### config.mk
export PLATFORM = sky130hd
export DESIGN_NAME = inv_rotate
export DESIGN_NICKNAME = d
export VERILOG_FILES = /design/src/rtl/inv_rotate_pkg.sv /design/src/rtl/inv_rotate_slice_gather.sv /design/src/rtl/inv_rotate.sv
export SDC_FILE = /design/constraint.sdc
export NUM_CORES = 2
export LEC_CHECK = 0
export CELL_PAD_IN_SITES_DETAIL_PLACEMENT = 1
export CELL_PAD_IN_SITES_GLOBAL_PLACEMENT = 1
export CORE_ASPECT_RATIO = 1.4
export CORE_UTILIZATION = 35
export DETAILED_ROUTE_END_ITERATION = 8
export PLACE_DENSITY = 0.57
export SLEW_MARGIN = 20
export SYNTH_ARGS = -nofsm -noshare
export SYNTH_HDL_FRONTEND = slang
export SYNTH_HIERARCHICAL = 1
export SYNTH_SLANG_ARGS = --single-unit
### constraint.sdc
create_clock -name clk -period 5.8 [get_ports clk]
set_input_delay 1.74 -clock clk [delete_from_list [all_inputs] [get_ports clk]]
set_output_delay 1.74 -clock clk [all_outputs]
set_load 0.05 [all_outputs]
### src/rtl/inv_rotate_pkg.sv
// Shared encoder/decoder definitions for the 64-slice x 25-lane state:
// geometry, the per-lane z-rotation table and the stage FSM encoding.
package inv_rotate_pkg;

    localparam int LANES  = 25;
    localparam int SLICES = 64;
    localparam int AW     = 6;

    // Lane i = 5*y + x; the forward stage rotates lane i by +ROT_OFF[i] along z.
    localparam logic [AW-1:0] ROT_OFF [LANES] = '{
        6'd0,  6'd1,  6'd62, 6'd28, 6'd27,
        6'd36, 6'd44, 6'd6,  6'd55, 6'd20,
        6'd3,  6'd10, 6'd43, 6'd25, 6'd39,
        6'd41, 6'd45, 6'd15, 6'd21, 6'd8,
        6'd18, 6'd2,  6'd61, 6'd56, 6'd14
    };

    typedef enum logic [2:0] {
        ST_IDLE  = 3'd0,
        ST_LOAD  = 3'd1,
        ST_DRAIN = 3'd2,
        ST_WRITE = 3'd3,
        ST_DONE  = 3'd4
    } state_t;

endpackage

### src/rtl/inv_rotate_slice_gather.sv
// Forms one un-rotated output slice z from the buffered state:
// out[z][i] = state[(z + ROT_OFF[i]) mod 64][i], with the mod falling out of the 6-bit add.
module slice_gather
    import inv_rotate_pkg::*;
(
    input  logic [AW-1:0]    z,
    input  logic [LANES-1:0] slices [SLICES],
    output logic [LANES-1:0] slice
);

    always_comb begin
        slice = '0;
        for (int i = 0; i < LANES; i++) begin
            slice[i] = slices[AW'(z + ROT_OFF[i])][i];
        end
    end

endmodule

### src/rtl/inv_rotate.sv
// Decoder inverse lane-rotate: loads 64 slices from upstream RAM, then writes the un-rotated state.
// Optional build macro INV_ROTATE_PARITY_EN adds parity_out, the XOR of all words written in the last pass.
module inv_rotate
    import inv_rotate_pkg::*;
(
    input  logic             clk,
    input  logic             rst,
    input  logic             start,
    output logic             ready,
    output logic [AW-1:0]    rd_addr,
    input  logic [LANES-1:0] rd_data,
    output logic             wr_en,
    output logic [AW-1:0]    wr_addr,
    output logic [LANES-1:0] wr_data
`ifdef INV_ROTATE_PARITY_EN
    ,
    output logic [LANES-1:0] parity_out
`endif
);

    state_t           state;
    state_t           state_next;
    logic             take_start;
    logic             load_last;
    logic             write_last;

    logic [LANES-1:0] slice_buf   [SLICES];
    logic [LANES-1:0] gather_view [SLICES];
    logic [AW-1:0]    gather_z;
    logic [LANES-1:0] gather_slice;

    always_ff @(posedge clk) begin
        if (rst) begin
            state <= ST_IDLE;
        end else begin
            state <= state_next;
        end
    end

    always_comb begin
        state_next = state;
        take_start = 1'b0;
        load_last  = (rd_addr == AW'(SLICES - 1));
        write_last = (wr_addr == AW'(SLICES - 1));
        unique case (state)
            ST_IDLE, ST_DONE: begin
                if (start) begin
                    state_next = ST_LOAD;
                    take_start = 1'b1;
                end
            end
            ST_LOAD:  if (load_last) state_next = ST_DRAIN;
            ST_DRAIN: state_next = ST_WRITE;
            ST_WRITE: if (write_last) state_next = ST_DONE;
            default:  state_next = ST_IDLE;
        endcase
    end

    // RAM data lags its address by one cycle, so each capture lands one slot behind rd_addr.
    always_ff @(posedge clk) begin
        if (state == ST_LOAD && rd_addr != '0) begin
            slice_buf[rd_addr - AW'(1)] <= rd_data;
        end else if (state == ST_DRAIN) begin
            slice_buf[SLICES-1] <= rd_data;
        end
    end

    // Slice 63 is still on rd_data during DRAIN, yet the first output word must be registered then.
    always_comb begin
        gather_view = slice_buf;
        if (state == ST_DRAIN) begin
            gather_view[SLICES-1] = rd_data;
        end
        gather_z = (state == ST_DRAIN) ? '0 : wr_addr + AW'(1);
    end

    slice_gather u_gather (
        .z      (gather_z),
        .slices (gather_view),
        .slice  (gather_slice)
    );

    always_ff @(posedge clk) begin
        if (rst) begin
            ready   <= 1'b0;
            wr_en   <= 1'b0;
            rd_addr <= '0;
            wr_addr <= '0;
            wr_data <= '0;
        end else begin
            case (state)
                ST_IDLE, ST_DONE: begin
                    if (take_start) begin
                        ready   <= 1'b0;
                        rd_addr <= '0;
                    end
                end
                ST_LOAD: rd_addr <= rd_addr + AW'(1);
                ST_DRAIN: begin
                    wr_en   <= 1'b1;
                    wr_addr <= '0;
                    wr_data <= gather_slice;
                end
                ST_WRITE: begin
                    if (write_last) begin
                        wr_en <= 1'b0;
                        ready <= 1'b1;
                    end else begin
                        wr_addr <= wr_addr + AW'(1);
                        wr_data <= gather_slice;
                    end
                end
                default: ;
            endcase
        end
    end

`ifdef INV_ROTATE_PARITY_EN
    always_ff @(posedge clk) begin
        if (rst || take_start) begin
            parity_out <= '0;
        end else if (wr_en) begin
            parity_out <= parity_out ^ wr_data;
        end
    end
`endif

endmodule

# --- Yosys cells after proc, flatten, opt, wreduce, memory -nomap -nowiden ---
# Cells that the tools add are included.
totals:
  inputBits: 28
  reg_bits: 1642
  elab_cells: 272
  output_inout_bits: 39
classes:
  magnitude_cmp: 27
  eq_ne: 11
  reduce_logical: 13
  addsub: 27
  bitwise: 26
  n_mux: 98
ops:
  columns: ["operator", "count"]
  rows:
  - ["$bmux 25 s6", 25]
  - ["$bwmux 1600", 1]
  - ["$ge 7x7->1 const B", 26]
  - ["$not 6->7", 26]
  - ["$demux 25 s6", 1]
  - ["$mux 25", 6]
  - ["$add 6x6->6 const B", 10]
  - ["$pmux 25 s2", 1]
  - ["$mux 24", 2]
  - ["$mux 23", 2]
  - ["$mux 22", 2]
  - ["$mux 21", 2]
  - ["$mux 20", 2]
  - ["$mux 19", 2]
  - ["$add 6x5->6 const B", 6]
  - ["$mux 18", 2]
  - ["$mux 17", 2]
  - ["$mux 16", 2]
  - ["$mux 15", 2]
  - ["$mux 6", 5]
  - ["$mux 14", 2]
  - ["$mux 13", 2]
  - ["$add 6x4->6 const B", 4]
  - ["$mux 12", 2]
  - ["other kinds (30)", 65]

# --- Logic depth before layout (Yosys ltp) ---
depth:
  word_depth: 9
  ltp_mapped: 22
  depth_no_buf: 14

# --- By module ---
# The synthesis kept the hierarchy.
modules_own_cells:
  columns: ["mod", "area_each_um2", "seq_area_each_um2", "cells_per_inst", "instances"]
  rows:
  - ["inv_rotate", 51190.3, 48886.9, 2024, 1]
  - ["slice_gather", 13723.2, 0.0, 923, 1]

# --- Worst setup path before layout ---
# OpenSTA, ideal clock, no wires.
synth_path:
  path_kind: "reg-to-reg"
  from: "reg state[1]"
  to: "reg wr_data[14]"
  path_stages_with_launch: 21
  synth_period_minus_slack_ns: 4.722
  t_arrival_ns: 4.590
  setup_ns: 0.132
  setup_slack_ns: 1.078
  cell_sequence: "dfxtp_1 > buf_4 > or3b_2 > buf_2 > buf_2 > and2_1 > buf_2 > buf_2 > buf_2 > buf_1 > inv_1 > ha_1 > buf_4 > clkbuf_1 > buf_2 > mux4_2 > mux4_2 > a211oi_1 > a21oi_1 > nand2_1 > a21oi_1"
synth_via:
  elab_chain_cells: 9
synth_lines:
  columns: ["item", "line", "text"]
  rows:
  - ["start, declared", "inv_rotate.sv:21", "state_t state;"]
  - ["start signal, assigned", "inv_rotate.sv:36", "state <= state_next;"]
  - ["$eq 3x2->1 *", "inv_rotate.sv:74", "gather_z = (state == ST_DRAIN) ? '0 : wr_addr + AW'(1);"]
  - ["$mux 6 *", "inv_rotate.sv:74", null]
  - ["net gather_z[1]", "inv_rotate.sv:29", "logic [AW-1:0] gather_z;"]
  - ["$add 6x6->6 *", "inv_rotate_slice_gather.sv:14", "slice[i] = slices[AW'(z + ROT_OFF[i])][i];"]
  - ["$not 6->7 (implied by the code) *", "inv_rotate_slice_gather.sv:14", null]
  - ["$bmux 25 s6 *", "inv_rotate_slice_gather.sv:14", null]
  - ["$mux 15 (implied by the code) * (2 in series)", "inv_rotate_slice_gather.sv:14", null]
  - ["net gather_slice[14]", "inv_rotate.sv:30", "logic [LANES-1:0] gather_slice;"]
  - ["$mux 25", "inv_rotate.sv:105", "if (write_last) begin"]
  - ["$pmux 25 s2 *", "inv_rotate.sv:91", "case (state)"]
  - ["end signal, assigned", "inv_rotate.sv:102", "wr_data <= gather_slice;"]
  - ["end signal, assigned", "inv_rotate.sv:110", "wr_data <= gather_slice;"]
  - ["end, declared", "inv_rotate.sv:14", "output logic [LANES-1:0] wr_data"]
# The timed path passes the listed nets; every way through them passes the cells marked *. The select of a mux whose other input is x is not followed.
# A chain may end at the register's enable or synchronous reset.

# --- Worst setup path after layout ---
layout_path:
  from: "reg state[0]"
  to: "reg wr_data[10]"
layout_via:
  elab_chain_cells: 9
layout_lines:
  columns: ["item", "line"]
  rows:
  - ["$eq 3x2->1 *", "inv_rotate.sv:74"]
  - ["$mux 6 *", "inv_rotate.sv:74"]
  - ["net gather_z[0]", "inv_rotate.sv:29"]
  - ["$add 6x2->6 *", "inv_rotate_slice_gather.sv:14"]
  - ["$not 6->7 (implied by the code) *", "inv_rotate_slice_gather.sv:14"]
  - ["$bmux 25 s6 *", "inv_rotate_slice_gather.sv:14"]
  - ["$mux 11 (implied by the code) * (2 in series)", "inv_rotate_slice_gather.sv:14"]
  - ["net gather_slice[10]", "inv_rotate.sv:30"]
  - ["$mux 25", "inv_rotate.sv:105"]
  - ["$pmux 25 s2 *", "inv_rotate.sv:91"]
# Marks and branches as above.

==> impl_metrics.py <==
metrics = {
    "detailed_routing": {
        "ant_nets": 0,
        "drc": 0,
        "vias": 32600,
        "routed_wl_mm": 210,
        "firstDrtPassIters": 5,
        "wl_per_cell_um": 36.6,
        "vias_per_cell": 5.68,
        "drtIter0Drc": 3120,
    },
    "cells_and_area": {
        "fin_area_um2": 74600,
        "layout-drive-gt1-share_pct": 31.1,
        "syn2layout_area_growth_pct": 14.9,
        "nFillCells": 17300,
        "fin_nets": 3218,
    },
    "clock_tree": {
        "postCtsSetupRepairBufs": 0,
        "cts_tree": "built",
        "cts_sinks": 1642,
        "cts_resized": 0,
        "ctsHoldBuffers": 0,
        "insertion_delay_ns": 0.82,
        "root_buffer": "clkbuf_16",
        "h-tree-depth": 4,
        "clockBufferDepth": 3,
        "cts_buffers": 155,
        "clk_pin_slew_ns": 0.06,
    },
    "critical_path": {
        "startpoint": "state[0]",
        "ff2ff_setup_slack_ns": 0.96,
        "reg2reg_to": "wr_data[10]",
        "end_kind": "register",
        "worst_setup_path_start_kind": "register",
        "worstPathRequired_ns": 6.53,
        "crit_path_end": "wr_data[10]",
        "critPathKind": "register to register",
        "crit_arrival_ns": 5.57,
        "cp_max_fo": 21,
        "worstReg2RegStart": "state[0]",
        "r2r_cells": 14,
    },
    "synthesis": {
        "syn-instance-count": 2947,
        "ys_warn_count": 6,
        "avgSynthCellArea_um2": 22.0,
        "ys_seq_area_share_pct": 75.3,
        "synth-main-ff-cell": "edfxtp_1",
        "synth_cell_type_count": 68,
        "synth_edf_count": 1600,
        "async_flop_share_pct": 0,
        "synth_nets": 2998,
        "synth-seq-cells": 1642,
        "synth_area_um2": 64900,
    },
    "grt": {
        "grt_pass1_vias": 34100,
        "grt_pass1_wl_mm": 287,
        "track_usage_pct": 22.4,
        "grt_overflow": 0,
        "grt_max_degree": 83,
        "antenna_found_initial": 11,
    },
    "place": {
        "place_area_um2": 69700,
        "io_buffers": 66,
        "dp_hpwl_mm": 127,
        "place_congestion": 0.880,
    },
    "die": {
        "design.core.area_um2": 184000,
        "die_h_um": 512,
        "pin_count": 67,
        "rows": 186,
        "die_area_um2": 187000,
        "die_x_um": 366,
        "initial_core_util_pct": 35.3,
    },
    "hold_path": {
        "min_from": "wr_data[4]",
        "holdCritPathClass": "register to register",
    },
    "timing": {
        "tightest_slew_ns": 1.19,
        "relSlewSlack_pct": 20.7,
        "fin_crit_ns": 4.84,
        "fmax_mhz": 206,
        "layout_worst_path_cycle_share_pct": 83.5,
        "grt_setup_unrepaired": "false",
        "finalHoldViolCount": 0,
        "final_max_slew_viol_count": 0,
        "whs_ns": 0.455,
        "setup_violations": 0,
        "fin_tns_setup_ns": 0,
        "skew_ns": 0.0310,
    },
    "outcome": {
        "status": "finished clean",
    },
    "power_and_ir_drop": {
        "p_per_area_nw_per_um2": 318,
        "leakage_nw": 23.2,
        "ir_worst_vdd_mv": 0.302,
    },
    "run": {
        "drv_cap": 0,
    },
}
==> worst min path at each step <==
| stage | to | slack (ns) | depth (start not counted) |
|---|---|---|---|
| 3_5_place_dp | wr_data[4] | 0.46 | 2 |
| 6_report | wr_data[4] | 0.45 | 2 |
| 4_1_cts | wr_data[4] | 0.46 | 2 |
| 3_3_place_gp | wr_data[12] | 0.45 | 2 |
| 5_1_grt | wr_data[12] | 0.48 | 2 |
| 2_1_floorplan | state[1] | 0.58 | 2 |
==> worst max-delay path: stages (launching register included) <==
cell and delay, ns:
dfxtp_1 0.59, nor3_1 0.13, buf_4 0.21, nor2_4 0.35
clkinv_1 0.23, buf_4 0.26, ha_1 0.31, xnor2_2 0.82
buf_12 0.28, nand2_1 0.09, a311oi_1 0.88, o21ai_0 0.15
o21ai_0 0.13, nand2_1 0.08, a21oi_1 0.17
==> logic make-up after synthesis <==
family / synth area share [%]
XOR/XNOR: 0.756
multiplexers: 17.7
buffers and inverters: 1.46
AO/OA/AOI/OAI: 2.32
AND/OR/NAND/NOR: 2.05
flip-flops: 75.3
adder cells (fa/ha/maj): 0.443
==> cell usage in the layout (no fill, tap or decap), drive strengths merged, types with 6 or more instances in the layout <==
master	Yosys	routed
xor2	17	17
ha	23	23
o21ai	20	20
a31oi	13	13
clkdlybuf4s50	0	40
nand2	121	121
dfxtp	42	42
bufinv	0	8
mux2	34	34
and2	17	17
buf	105	183
or2	7	7
clkinv	2	57
nor3	7	7
a311oi	8	8
and3	6	6
nand2b	7	7
nand4	8	8
a21oi	84	84
a211oi	32	32
diode	0	9
nand3	15	15
edfxtp	1600	1600
a22o	25	25
xnor2	39	39
inv	13	27
or3	6	6
mux2i	22	22
nor2	72	72
nor2b	9	9
mux4	482	482
clkbuf	55	196
==> cell usage after synthesis (all sizes together), types with 3 or more instances <==
cell type	number	share of area [%]
inv	13	0.075
and2	17	0.16
nand2	121	0.70
nand3	15	0.12
xnor2	39	0.53
clkbuf	55	0.32
nor2	72	0.42
mux4	482	17
edfxtp	1600	74
o211ai	3	0.035
xor2	17	0.23
dfxtp	42	1.3
buf	105	1.1
or3b	4	0.054
nor2b	9	0.087
o22ai	3	0.029
nand3b	5	0.058
mux2	34	0.59
and3	6	0.058
nor3	7	0.054
o21ai	20	0.15
a21boi	3	0.035
mux2i	22	0.34
a21oi	84	0.65
a311oi	8	0.12
a31oi	13	0.13
a211oi	32	0.39
ha	23	0.44
nand2b	7	0.067
or3	6	0.058
a21o	5	0.058
nand4	8	0.077
o31ai	3	0.035
o311ai	4	0.054
or2	7	0.067
a41oi	3	0.040
a22o	25	0.34
==> power breakdown <==
group | total, W | internal [W] | switching (W) | leakage, nW
Sequential | 0.0132 | 0.0131 | 0.0000308 | 14.8
Combinational | 0.000645 | 0.000215 | 0.000430 | 6.08
Clock | 0.00992 | 0.00541 | 0.00452 | 2.35
==> cell type report <==
| type | count | area [µm²] | share of cell area, % |
|---|---|---|---|
| multi-input cells | 1130 | 15900 | 21.3 |
| flip-flops and latches | 1642 | 48900 | 65.5 |
| well taps | 2444 | 3060 | 4.10 |
| inverters | 15 | 56.3 | 0.0755 |
| clock buffers | 196 | 4110 | 5.50 |
| diodes | 9 | 22.5 | 0.0302 |
| clock inverters | 82 | 718 | 0.963 |
| repair buffers | 223 | 1870 | 2.51 |
==> state kept, by name, indices dropped and copies added (netlist names) <==
| register | count |
|---|---|
| ready | 1 |
| wr_addr | 6 |
| slice_buf | 25 |
| wr_en | 1 |
| wr_data | 25 |
| state | 3 |
| rd_addr | 6 |
| gather_view | 1575 |
==> metal layers <==
metal  up-vias  GRT usage, %  part of all wire [%]
met5         -             0                 0.015
met4         4          10.2                   5.0
met3       339          2.81                   5.0
met2      1214          39.5                    52
met1     18200          27.3                    38
li1      12800             -                     -
==> through the flow <==
step                      utilization (%)  total power (W)  cells  worst slack (ns)
after floorplan                         -           0.0137   2947              1.08
after global placement               37.9           0.0140   5453              1.15
after detailed placement             37.9           0.0141   5453              1.07
after CTS                            40.5           0.0239   5731              1.04
after global routing                 40.6           0.0243   5737             0.808
final                                40.6           0.0237   5741             0.956
(Power assumes the default switching activity.)
